## config.mk

```make
export PLATFORM = sky130hd
export DESIGN_NAME = conv_frame_streamer
export DESIGN_NICKNAME = d
export VERILOG_FILES = /design/src/rtl/conv_stream_pkg.sv /design/src/rtl/conv_watchdog.sv /design/src/rtl/conv_frame_streamer.sv
export SDC_FILE = /design/constraint.sdc
export NUM_CORES = 1
export LEC_CHECK = 0
export CAP_MARGIN = 20
export CELL_PAD_IN_SITES_DETAIL_PLACEMENT = 0
export CELL_PAD_IN_SITES_GLOBAL_PLACEMENT = 2
export CORE_MARGIN = 4
export CORE_UTILIZATION = 36
export DETAILED_ROUTE_END_ITERATION = 16
export PLACE_DENSITY_LB_ADDON = 0.1
export SYNTH_ARGS = -nofsm -noshare
export SYNTH_HDL_FRONTEND = slang
export SYNTH_SLANG_ARGS = --single-unit
```

## constraint.sdc

```tcl
create_clock -name i_CLK -period 4.4 [get_ports i_CLK]
set_clock_uncertainty 0.2 [all_clocks]
set_input_delay 1.32 -clock i_CLK [delete_from_list [all_inputs] [get_ports i_CLK]]
set_output_delay 1.32 -clock i_CLK [all_outputs]
set_load 0.03 [all_outputs]
```

## src/rtl/conv_stream_pkg.sv

```systemverilog
// Shared definitions for the convolution column streamer and the address FSM bench:
// state encoding and default widths/timeouts.
package conv_stream_pkg;

    localparam int NB_IMAGE_DEF   = 10;
    localparam int NB_DATA_DEF    = 8;
    localparam int NB_TIMEOUT_DEF = 16;
    localparam int TIMEOUT_DEF    = 1023;

    typedef enum logic [3:0] {
        ST_IDLE    = 4'd0,
        ST_LD_REQ  = 4'd1,
        ST_LD_STB  = 4'd2,
        ST_LD_WAIT = 4'd3,
        ST_PROC    = 4'd4,
        ST_RD_STB  = 4'd5,
        ST_RD_CAP  = 4'd6,
        ST_RD_HOLD = 4'd7,
        ST_RD_WAIT = 4'd8,
        ST_DONE    = 4'd9
    } state_e;

    // States in which we wait on the address FSM and must guard against a hang.
    function automatic logic is_watched(input state_e s);
        return (s == ST_LD_WAIT) || (s == ST_PROC) || (s == ST_RD_WAIT);
    endfunction

endpackage

```

## src/rtl/conv_watchdog.sv

```systemverilog
// Handshake watchdog: counts while enabled, restarts on clear, and flags the
// cycle in which the count would reach TIMEOUT.
module conv_watchdog #(
    parameter int NB_TIMEOUT = 16,
    parameter int TIMEOUT    = 1023
) (
    input  logic clk,
    input  logic rst,
    input  logic clr_i,
    input  logic en_i,
    output logic expire_o
);

    logic [NB_TIMEOUT-1:0] cnt_q;
    logic [NB_TIMEOUT-1:0] cnt_d;

    always_comb begin
        cnt_d = cnt_q + NB_TIMEOUT'(1);
        if (clr_i || !en_i) begin
            cnt_d = '0;
        end
    end

    always_ff @(posedge clk or posedge rst) begin
        if (rst) begin
            cnt_q <= '0;
        end else begin
            cnt_q <= cnt_d;
        end
    end

    // A handshake arriving in the same cycle wins over the timeout.
    assign expire_o = en_i && !clr_i && (cnt_q == NB_TIMEOUT'(TIMEOUT - 1));

endmodule

```

## src/rtl/conv_frame_streamer.sv

```systemverilog
// Host-side initiator for the column-address FSM: loads one column, starts a
// convolution pass, then streams the processed column back to the host.
module conv_frame_streamer
    import conv_stream_pkg::*;
#(
    parameter int NB_IMAGE   = NB_IMAGE_DEF,
    parameter int NB_DATA    = NB_DATA_DEF,
    parameter int NB_TIMEOUT = NB_TIMEOUT_DEF,
    parameter int TIMEOUT    = TIMEOUT_DEF
) (
    input  logic                i_CLK,
    input  logic                i_reset,
    input  logic                i_start,
    input  logic [NB_IMAGE-1:0] i_imgLength,
    input  logic [NB_DATA-1:0]  i_pixel,
    input  logic                i_pixel_vld,
    output logic                o_pixel_rdy,
    output logic                o_load,
    output logic                o_SoP,
    output logic                o_valid,
    output logic [NB_DATA-1:0]  o_data,
    input  logic                i_changeBlock,
    input  logic                i_EoP,
    input  logic [NB_DATA-1:0]  i_result,
    output logic [NB_DATA-1:0]  o_result,
    output logic                o_result_vld,
    input  logic                i_result_rdy,
    output logic                o_busy,
    output logic                o_done,
    output logic                o_error
);

    state_e                state_q;
    logic [NB_IMAGE-1:0]   len_q;
    logic [NB_IMAGE-1:0]   cnt_q;
    logic [NB_IMAGE-1:0]   cnt_inc;
    logic                  load_q;
    logic                  sop_q;
    logic                  valid_q;
    logic [NB_DATA-1:0]    data_q;
    logic [NB_DATA-1:0]    result_q;
    logic                  result_vld_q;
    logic                  done_q;
    logic                  error_q;
    logic                  wd_clr;
    logic                  wd_en;
    logic                  wd_expire;

    assign cnt_inc = cnt_q + NB_IMAGE'(1);

    // Leaving a watched state restarts the watchdog for the next one.
    always_comb begin
        wd_clr = 1'b0;
        case (state_q)
            ST_LD_WAIT: wd_clr = i_changeBlock;
            ST_PROC:    wd_clr = i_EoP;
            ST_RD_WAIT: wd_clr = i_changeBlock;
            default:    wd_clr = 1'b0;
        endcase
    end

    assign wd_en = is_watched(state_q);

    conv_watchdog #(
        .NB_TIMEOUT (NB_TIMEOUT),
        .TIMEOUT    (TIMEOUT)
    ) u_watchdog (
        .clk      (i_CLK),
        .rst      (i_reset),
        .clr_i    (wd_clr),
        .en_i     (wd_en),
        .expire_o (wd_expire)
    );

    always_ff @(posedge i_CLK or posedge i_reset) begin
        if (i_reset) begin
            state_q      <= ST_IDLE;
            len_q        <= '0;
            cnt_q        <= '0;
            load_q       <= 1'b0;
            sop_q        <= 1'b0;
            valid_q      <= 1'b0;
            data_q       <= '0;
            result_q     <= '0;
            result_vld_q <= 1'b0;
            done_q       <= 1'b0;
            error_q      <= 1'b0;
        end else begin
            valid_q <= 1'b0;
            done_q  <= 1'b0;
            error_q <= 1'b0;
            case (state_q)
                ST_IDLE: begin
                    if (i_start) begin
                        if (i_imgLength != '0) begin
                            len_q   <= i_imgLength;
                            cnt_q   <= '0;
                            load_q  <= 1'b1;
                            state_q <= ST_LD_REQ;
                        end else begin
                            error_q <= 1'b1;
                        end
                    end
                end
                ST_LD_REQ: begin
                    if (i_pixel_vld) begin
                        data_q  <= i_pixel;
                        valid_q <= 1'b1;
                        state_q <= ST_LD_STB;
                    end
                end
                ST_LD_STB: begin
                    cnt_q <= cnt_inc;
                    if (cnt_inc == len_q) begin
                        load_q  <= 1'b0;
                        state_q <= ST_LD_WAIT;
                    end else begin
                        state_q <= ST_LD_REQ;
                    end
                end
                ST_LD_WAIT: begin
                    if (wd_expire) begin
                        error_q <= 1'b1;
                        state_q <= ST_IDLE;
                    end else if (i_changeBlock) begin
                        sop_q   <= 1'b1;
                        state_q <= ST_PROC;
                    end
                end
                ST_PROC: begin
                    if (wd_expire) begin
                        sop_q   <= 1'b0;
                        error_q <= 1'b1;
                        state_q <= ST_IDLE;
                    end else if (i_EoP) begin
                        sop_q   <= 1'b0;
                        cnt_q   <= '0;
                        valid_q <= 1'b1;
                        state_q <= ST_RD_STB;
                    end
                end
                ST_RD_STB: begin
                    state_q <= ST_RD_CAP;
                end
                ST_RD_CAP: begin
                    result_q     <= i_result;
                    result_vld_q <= 1'b1;
                    cnt_q        <= cnt_inc;
                    state_q      <= ST_RD_HOLD;
                end
                ST_RD_HOLD: begin
                    // Single-entry output buffer: next strobe only after the host takes this word.
                    if (i_result_rdy) begin
                        result_vld_q <= 1'b0;
                        if (cnt_q == len_q) begin
                            state_q <= ST_RD_WAIT;
                        end else begin
                            valid_q <= 1'b1;
                            state_q <= ST_RD_STB;
                        end
                    end
                end
                ST_RD_WAIT: begin
                    if (wd_expire) begin
                        error_q <= 1'b1;
                        state_q <= ST_IDLE;
                    end else if (i_changeBlock) begin
                        done_q  <= 1'b1;
                        state_q <= ST_DONE;
                    end
                end
                ST_DONE: begin
                    state_q <= ST_IDLE;
                end
                default: begin
                    state_q <= ST_IDLE;
                end
            endcase
        end
    end

    assign o_pixel_rdy  = (state_q == ST_LD_REQ);
    assign o_busy       = (state_q != ST_IDLE);
    assign o_load       = load_q;
    assign o_SoP        = sop_q;
    assign o_valid      = valid_q;
    assign o_data       = data_q;
    assign o_result     = result_q;
    assign o_result_vld = result_vld_q;
    assign o_done       = done_q;
    assign o_error      = error_q;

endmodule

```

# == Word level (Yosys, flattened, before mapping) ==
# Index checks and enable logic that the tools add are counted.
# word_totals
reg_bits,62
latchBits,0
mem_bits_rw,0
romBits,0
inputBits,33
out_inout_bits,24
word_cells,105
memories,0
# op_classes
n_addsub,2
multipliers,0
n_div,0
magnitude_cmp,0
n_eq_ne,23
n_shift,0
n_mux,44
n_bitwise,0
n_reduce_logical,24
# ops
op,n
4-bit two-way mux,11
10-bit two-way mux,4
4-bit one-hot mux with 9 select lines,1
10-bit one-hot mux with 3 select lines,1
10-bit equality test,2
1-bit two-way mux,19
2-bit != test (second input constant),9
16-bit by 1-bit adder with 16-bit output (second input constant),1
16-bit by 10-bit equality test with 1-bit output (second input constant),1
4-bit by 3-bit equality test with 1-bit output (second input constant),4
16-bit two-way mux,1
10-bit by 1-bit adder with 10-bit output (second input constant),1
1-bit one-hot mux with 2 select lines,5
10-bit nonzero test,1
3-bit by 2-bit != test with 1-bit output (second input constant),3
4-bit by 2-bit equality test with 1-bit output (second input constant),2
4-bit AND reduction,2
7-bit AND reduction,1
2-bit nonzero test,3
5-bit AND reduction,1
4-bit by 1-bit equality test with 1-bit output (second input constant),1
4-bit equality test (second input constant),1
4-bit zero test,1
2-bit AND reduction,2
other kinds (10),15

# == Logic depth before layout (Yosys ltp) ==
# Gate-level depths: netlist of run 1.
# logic_depth
word_depth,8
mapped_depth,8
depth_no_buf,8

# == Cells and area by module ==
# From an unflattened synthesis of run 1, not the netlist that was laid out.
# unflattened
cells_unflattened,339
hier_area_um2,3484.6
# modules_own_cells
mod,instances,cells_per_inst,area_each_um2,seq_area_each_um2
conv_frame_streamer,1,249,2628.8,1151.1
conv_watchdog,1,90,855.8,400.4

# == Worst setup path after synthesis of run 1 ==
# OpenSTA, ideal clock, no wires.
# synth_path
kind,register to output
start,reg state_q[0]
end,out o_pixel_rdy
arrival_time_ps,1461
required_ps,2880
setup_slack_ps,1419
path_stages_with_launch,4
n_path_buf,1
cell_sequence,dfrtp_1 > buf_2 > nor2b_1 > nor3b_1
# synth_between
elab_chain_len,1
# synth_lines
item,line,source
start: declaration,conv_frame_streamer.sv:33,state_e state_q;
start signal: assignment,conv_frame_streamer.sv:77,state_q <= ST_IDLE;
start signal: assignment,conv_frame_streamer.sv:99,state_q <= ST_LD_REQ;
start signal: assignment,conv_frame_streamer.sv:109,state_q <= ST_LD_STB;
4-bit by 1-bit equality test with 1-bit output,conv_frame_streamer.sv:182,assign o_pixel_rdy = (state_q == ST_LD_REQ);
end: declaration,conv_frame_streamer.sv:17,"output logic o_pixel_rdy,"
# Every way passes these cells.

# == Final worst setup path of run 1 ==
# layout_path
start,reg state_q[1]
end,out o_busy
# layout_between
elab_chain_len,1
# layout_lines
item,line,source
4-bit nonzero test,conv_frame_streamer.sv:183,assign o_busy = (state_q != ST_IDLE);
end: declaration,conv_frame_streamer.sv:28,"output logic o_busy,"
# Every way passes these cells.

==> run_results.csv, run 1 <==
group,metric,value,unit
outcome,status,"finished, final reports clean",
place,post-dp-hpwl,5550,um
power_and_ir_drop,p_switching,915,uW
clocking,clock_sinks,62,
critical_path,cp_slowest_cell,"clkdlybuf4s50_1",
clocking,numCtsBuffers,9,
die,fp.dieH,103,um
logic_synthesis,synth_edf_count,0,
final_layout,fillers,859,
die,core_area,0.00881,mm^2
place,place_inst,464,
logic_synthesis,ys_seq_elements,62,
die,start_util,37.2,%
global_route,grt_pass1_wl,12500,um
clocking,clkTransAtPathRegs,0.06,ns
routing,ant_nets,0,
sta,fin_crit_sh,84.6,%
place,gp_congestion,0.758,
power_and_ir_drop,ir_drop,0.000224,V
place,port-buffer-count,56,
critical_path,path_cells,"nor4_1 -> inv_1 -> clkdlybuf4s50_1",
power_and_ir_drop,p_int,1.43,mW
sta,slew_headroom,56.4,%
final_layout,diodes,0,
routing,drc,0,
min_path,hp-class,"register to register",
sta,timing.setup.tns,0,ns
clocking,clockBufferDepth,2,
global_route,grt_max_degree,32,
logic_synthesis,yosysSeqAreaShare,47.3,%
clocking,cts_tree,"yes",
job,maxCapViolCount,0,
clocking,insertion_delay,0.34,ns
logic_synthesis,synthCells,309,
logic_synthesis,avgSynthCellArea,10.6,um^2
global_route,grt_usage,15.1,%
logic_synthesis,synthArstFlopShare,100,%
clocking,cts-root-buf,"clkbuf_8",
sta,fmax,269,MHz
sta,rsz0062_at_grt,"no",
logic_synthesis,ys_warn_count,0,
min_path,whs_path_depth,1,
final_layout,nets,403,
logic_synthesis,ys_types,57,
clocking,htreeDepth,3,
sta,hold_viol,0,
critical_path,critPathLaunchType,"register",
global_route,grt_pass1_vias,2453,
clocking,cts_resized,0,
routing,dr_total_vias,2473,
critical_path,crit_cells,3,
die,die_x,103,um
sta,fin_ws,0.679,ns
final_layout,drive_above_1_share,16.5,%
die,die-area,0.0107,mm^2
final_layout,stdcell_count,478,
critical_path,cp-end-kind,"output port",
critical_path,critPathArrivalTime,2.20,ns
critical_path,path_class,"register to output port",
routing,via_per_inst,5.17,
routing,wl_per_cell,15.9,um
critical_path,r2r_cells,4,
power_and_ir_drop,power.leakage,1.66,nW
final_layout,area_growth,24.5,%
power_and_ir_drop,p_seq_share,38.4,%
critical_path,cp.required,2.88,ns
power_and_ir_drop,clockPowerShare,17.9,%
logic_synthesis,synth_ff_type,"dfrtp_1",
logic_synthesis,synth_fp_nets,345,
routing,drt_iter0_drc,113,
die,ios,57,
power_and_ir_drop,p_per_area,574,mW/mm^2
critical_path,max_stage_delay,0.63,ns
clocking,cts_setup_buffers,0,
critical_path,cp_num_buf_inv,2,
logic_synthesis,syn-cell-area,0.00328,mm^2
sta,maxSlewViolCount,0,
sta,setup_violations,0,
die,row_count,34,
sta,whs,0.280,ns
routing,first_pass_iters,4,
place,place_ws,0.920,ns
global_route,overflow,0,
sta,worst_slew_pin_slew,0.652,ns
sta,fin_crit,3.72,ns
global_route,antenna_found_initial,0,
routing,finalWirelength,7580,um
clocking,ctsHoldBuffers,0,
critical_path,crit_family,"buffers and inverters",
critical_path,worstPathMaxFanout,15,
power_and_ir_drop,pwr-share-comb,43.7,%
power_and_ir_drop,sw_frac_of_total,39.1,%
==> Yosys cell counts, drive strengths merged, types with 2 or more instances <==
master	count	area share, %
and2	4	0.76
o31ai	3	0.84
mux2	26	8.9
a32o	2	0.61
nand2	20	2.3
or3	2	0.38
xor2	14	3.7
nor4b	2	0.53
and3	4	0.80
nand4	10	2.1
and4	6	1.8
nor4	7	1.5
o21ai	14	2.1
nor2	26	3.1
ha	3	1.1
a21oi	14	2.1
nand3	13	2.4
nor2b	2	0.38
inv	10	1.1
xnor2	17	4.8
buf	11	2.3
nor3	3	0.46
nand2b	5	1.2
o211ai	2	0.88
o22ai	6	1.1
dfrtp	62	47
clkbuf	3	0.34
a21o	3	0.69
==> sequential cells by signal, indices dropped and copies added (netlist names) <==
signal            cells
cnt_q                10
len_q                10
o_result              8
o_load                1
o_SoP                 1
u_watchdog.cnt_q     16
o_result_vld          1
o_done                1
o_error               1
state_q               4
o_data                8
o_valid               1
==> power groups by stage <==
| stage | registers (mW) | logic, mW | clock network, mW |
|---|---|---|---|
| 5_1_grt | 0.921 | 1.12 | 0.467 |
| 3_5_place_dp | 0.910 | 1.03 | 0 |
| 6_report | 0.898 | 1.02 | 0.419 |
| 2_1_floorplan | 1.02 | 0.575 | 0 |
| 3_3_place_gp | 0.906 | 1.03 | 0 |
| 4_1_cts | 0.899 | 1.04 | 0.443 |
==> final timing paths <==
kind                                     startpoint                       endpoint  slack (ns)
setup reg to reg             state_q[1]$_DFFE_PP0P_        o_result[4]$_DFFE_PP0P_        1.92
hold reg to reg            o_result_vld$_DFFE_PP0P_       o_result_vld$_DFFE_PP0P_        0.28
max in group asynchronous                   i_reset              o_SoP$_DFFE_PP0P_        2.30
hold / removal             o_result_vld$_DFFE_PP0P_       o_result_vld$_DFFE_PP0P_        0.28
setup / recovery             state_q[1]$_DFFE_PP0P_                         o_busy        0.68
min in group asynchronous                   i_reset  u_watchdog.cnt_q[2]$_DFF_PP0_        1.02
==> stage by stage <==
| stage | instance area (um^2) | total power [mW] | utilization [%] |
|---|---|---|---|
| global route | 4080 | 2.50 | 46.3 |
| global placement | 3930 | 1.94 | 44.6 |
| CTS | 4080 | 2.38 | 46.3 |
| finish | 4080 | 2.34 | 46.3 |
| floorplan | 3280 | 1.59 | - |
| detailed placement | 3930 | 1.94 | 44.6 |
==> cell type report <==
class | instances | area [um^2] | share of cell area, %
sequential | 62 | 1550 | 38.0
clock inverter | 2 | 10.0 | 0.245
tap | 108 | 135 | 3.31
clock buffer | 12 | 145 | 3.56
multi-input combinational | 223 | 1600 | 39.3
timing repair buffer | 61 | 598 | 14.7
inverter | 10 | 37.5 | 0.920
==> logic make-up (layout without fill, tap and decap cells) <==
kind of cell | Yosys count | in the layout | share of synthesized area [%]
AND/OR/NAND/NOR | 109 | 109 | 19.0
flip-flops | 62 | 62 | 47.3
AO/OA/AOI/OAI | 54 | 54 | 11.3
XOR/XNOR | 31 | 31 | 8.51
multiplexers | 26 | 26 | 8.93
buffers and inverters | 24 | 85 | 3.78
adder cells (fa/ha/maj) | 3 | 3 | 1.14
==> metal layers <==
metal | up-vias | track usage (%) | wire length (um)
met2 | 42 | 23.7 | 3660
met3 | 8 | 5.23 | 345
li1 | 1228 | - | -
met4 | 0 | 3.59 | 71
met5 | - | 0 | 0
met1 | 1195 | 20.0 | 3500
==> layout by cell type, fill, tap and decap left out, types with 3 or more instances in the layout <==
cell | netlist | routed
dfrtp_1 | 62 | 62
clkdlybuf4s50_1 | 0 | 56
mux2_2 | 26 | 26
nor2_1 | 25 | 25
nand2_1 | 20 | 20
xnor2_1 | 16 | 16
a21oi_1 | 14 | 14
xor2_1 | 14 | 14
o21ai_0 | 12 | 12
nand3_1 | 10 | 10
clkbuf_8 | 0 | 10
nand4_1 | 9 | 9
inv_1 | 9 | 8
o22ai_1 | 6 | 6
nor4_1 | 6 | 6
buf_4 | 3 | 5
and4_1 | 4 | 4
and2_1 | 4 | 4
nand2b_1 | 4 | 4
nor3_1 | 3 | 3
a21o_1 | 3 | 3
and3_1 | 3 | 3
nand3_2 | 3 | 3
ha_1 | 3 | 3
(Power assumes the default switching activity.)
==> inputs of run 2 (changes only) <==
Settings changed: CORE_UTILIZATION 36 to 30.
Clock period 4.4 ns to 3.4 ns, I/O delays scaled along.
==> run_results.csv, run 2 (synthesis gave the netlist of run 1 again) <==
group,metric,value,unit
outcome,status,"finished, final reports clean",
clocking,numCtsBuffers,9,
clocking,cts-root-buf,"clkbuf_8",
job,maxCapViolCount,0,
place,port-buffer-count,56,
global_route,grt_max_degree,41,
power_and_ir_drop,ir_drop,0.000334,V
final_layout,layout_commonest_cell,"dfrtp_1",
place,post-dp-hpwl,5930,um
sta,hold_viol,0,
place,gp_congestion,0.765,
sta,maxSlewViolCount,0,
critical_path,cp-end-kind,"output port",
global_route,grt_util_met2,21.8,%
clocking,htreeDepth,3,
final_layout,diodes,0,
final_layout,postLayoutCoreUtil,39.8,%
global_route,antenna_found_initial,0,
die,start_util,31.3,%
global_route,grt_usage,13.4,%
critical_path,critPathArrivalTime,2.01,ns
critical_path,path_class,"register to output port",
final_layout,largestRegisters,"u_watchdog.cnt_q (16), cnt_q (10), len_q (10)",
die,die_x,113,um
final_layout,drive_above_1_share,17.8,%
routing,via_per_inst,4.86,
final_layout,nets,407,
routing,drc,0,
clocking,clkTransAtPathRegs,0.08,ns
sta,slew_headroom,58.0,%
clocking,clock_sinks,62,
final_layout,final_cell_mix,"62 x dfrtp_1, 55 x clkdlybuf4s50_1, 26 x mux2_2",
final_layout,area_growth,26.9,%
global_route,grt_pass1_vias,2594,
routing,dr_total_vias,2488,
die,die-area,0.0127,mm^2
routing,drt_iter0_drc,46,
global_route,met1_usage,17.3,%
sta,whs,0.282,ns
critical_path,critPathLaunchType,"register",
routing,ant_nets,0,
global_route,overflow,0,
power_and_ir_drop,p_per_area,748,mW/mm^2
sta,rsz0062_at_grt,"no",
final_layout,largest_register_ffs,16,
routing,first_pass_iters,4,
routing,wl_per_cell,15.9,um
clocking,cts_tree,"yes",
routing,finalWirelength,8120,um
sta,fin_crit_sh,95.0,%
global_route,grt_pass1_wl,13600,um
place,place_ws,0.251,ns
die,ios,57,
critical_path,worstPathMaxFanout,9,
sta,worst_slew_pin_slew,0.628,ns
die,row_count,37,
sta,fin_crit,3.23,ns
final_layout,top_register,"u_watchdog.cnt_q",
critical_path,cp.required,2.18,ns
die,fp.dieH,113,um
clocking,clockBufferDepth,2,
power_and_ir_drop,power.leakage,1.70,nW
clocking,insertion_delay,0.35,ns
min_path,hp-class,"register to register",
die,core_area,0.0105,mm^2
sta,fin_ws,0.171,ns
sta,fmax,310,MHz
global_route,use_met3,3.13,%
global_route,busiest_layer,"met2",
sta,timing.setup.tns,0,ns
sta,setup_violations,0,
## run 2: metal layers
metal | share of wire, % | wire length, um
met4 | 1.3 | 103
met2 | 49 | 3950
met3 | 2.9 | 235
met5 | 0 | 0
met1 | 47 | 3830
## run 2: where the power goes
part	internal [mW]	leakage [nW]	switching, mW
registers	0.946	0.793	0.179
clock network	0.281	0.0861	0.305
logic	0.647	0.818	0.756
total	1.87	1.70	1.24
## run 2: final timing paths
kind	slack, ns	end	start	depth (start not counted)
worst max-delay path	0.17	o_busy	state_q[0]$_DFFE_PP0P_	5
worst min-delay path	0.28	o_result_vld$_DFFE_PP0P_	o_result_vld$_DFFE_PP0P_	1
worst max register to register	0.88	o_result[7]$_DFFE_PP0P_	state_q[3]$_DFFE_PP0P_	5
worst min register to register	0.28	o_result_vld$_DFFE_PP0P_	o_result_vld$_DFFE_PP0P_	1
max in group asynchronous	1.66	cnt_q[4]$_DFFE_PP0P_	i_reset	3
min in group asynchronous	0.83	o_data[6]$_DFFE_PP0P_	i_reset	3
## run 2: layout make-up
class,count,area [um^2]
Timing Repair Buffer,65,631
Inverter,10,37.5
Tap cell,136,170
Multi-Input combinational cell,223,1600
Clock inverter,4,22.5
Sequential cell,62,1550
Clock buffer,12,145
Fill cell,1067,6300
## run 2: stage by stage
stage,instance area [um^2],total power [mW],instances
finish,4160,3.11,512
floorplan,3280,2.06,309
detailed placement,3990,2.56,496
CTS,4160,3.16,512
global placement,3990,2.56,496
global route,4160,3.33,512
## run 2: repair_timing
item	CTS	global route
gates resized for setup	0	1
setup buffers	0	0
hold buffers	0	0
setup endpoints to repair	0	1
## run 2: worst max-delay path, stage by stage (launching register included)
cell	delay [ns]
dfrtp_1	0.38
buf_4	0.17
nor4_1	0.27
buf_4	0.18
inv_1	0.06
clkdlybuf4s50_1	0.61
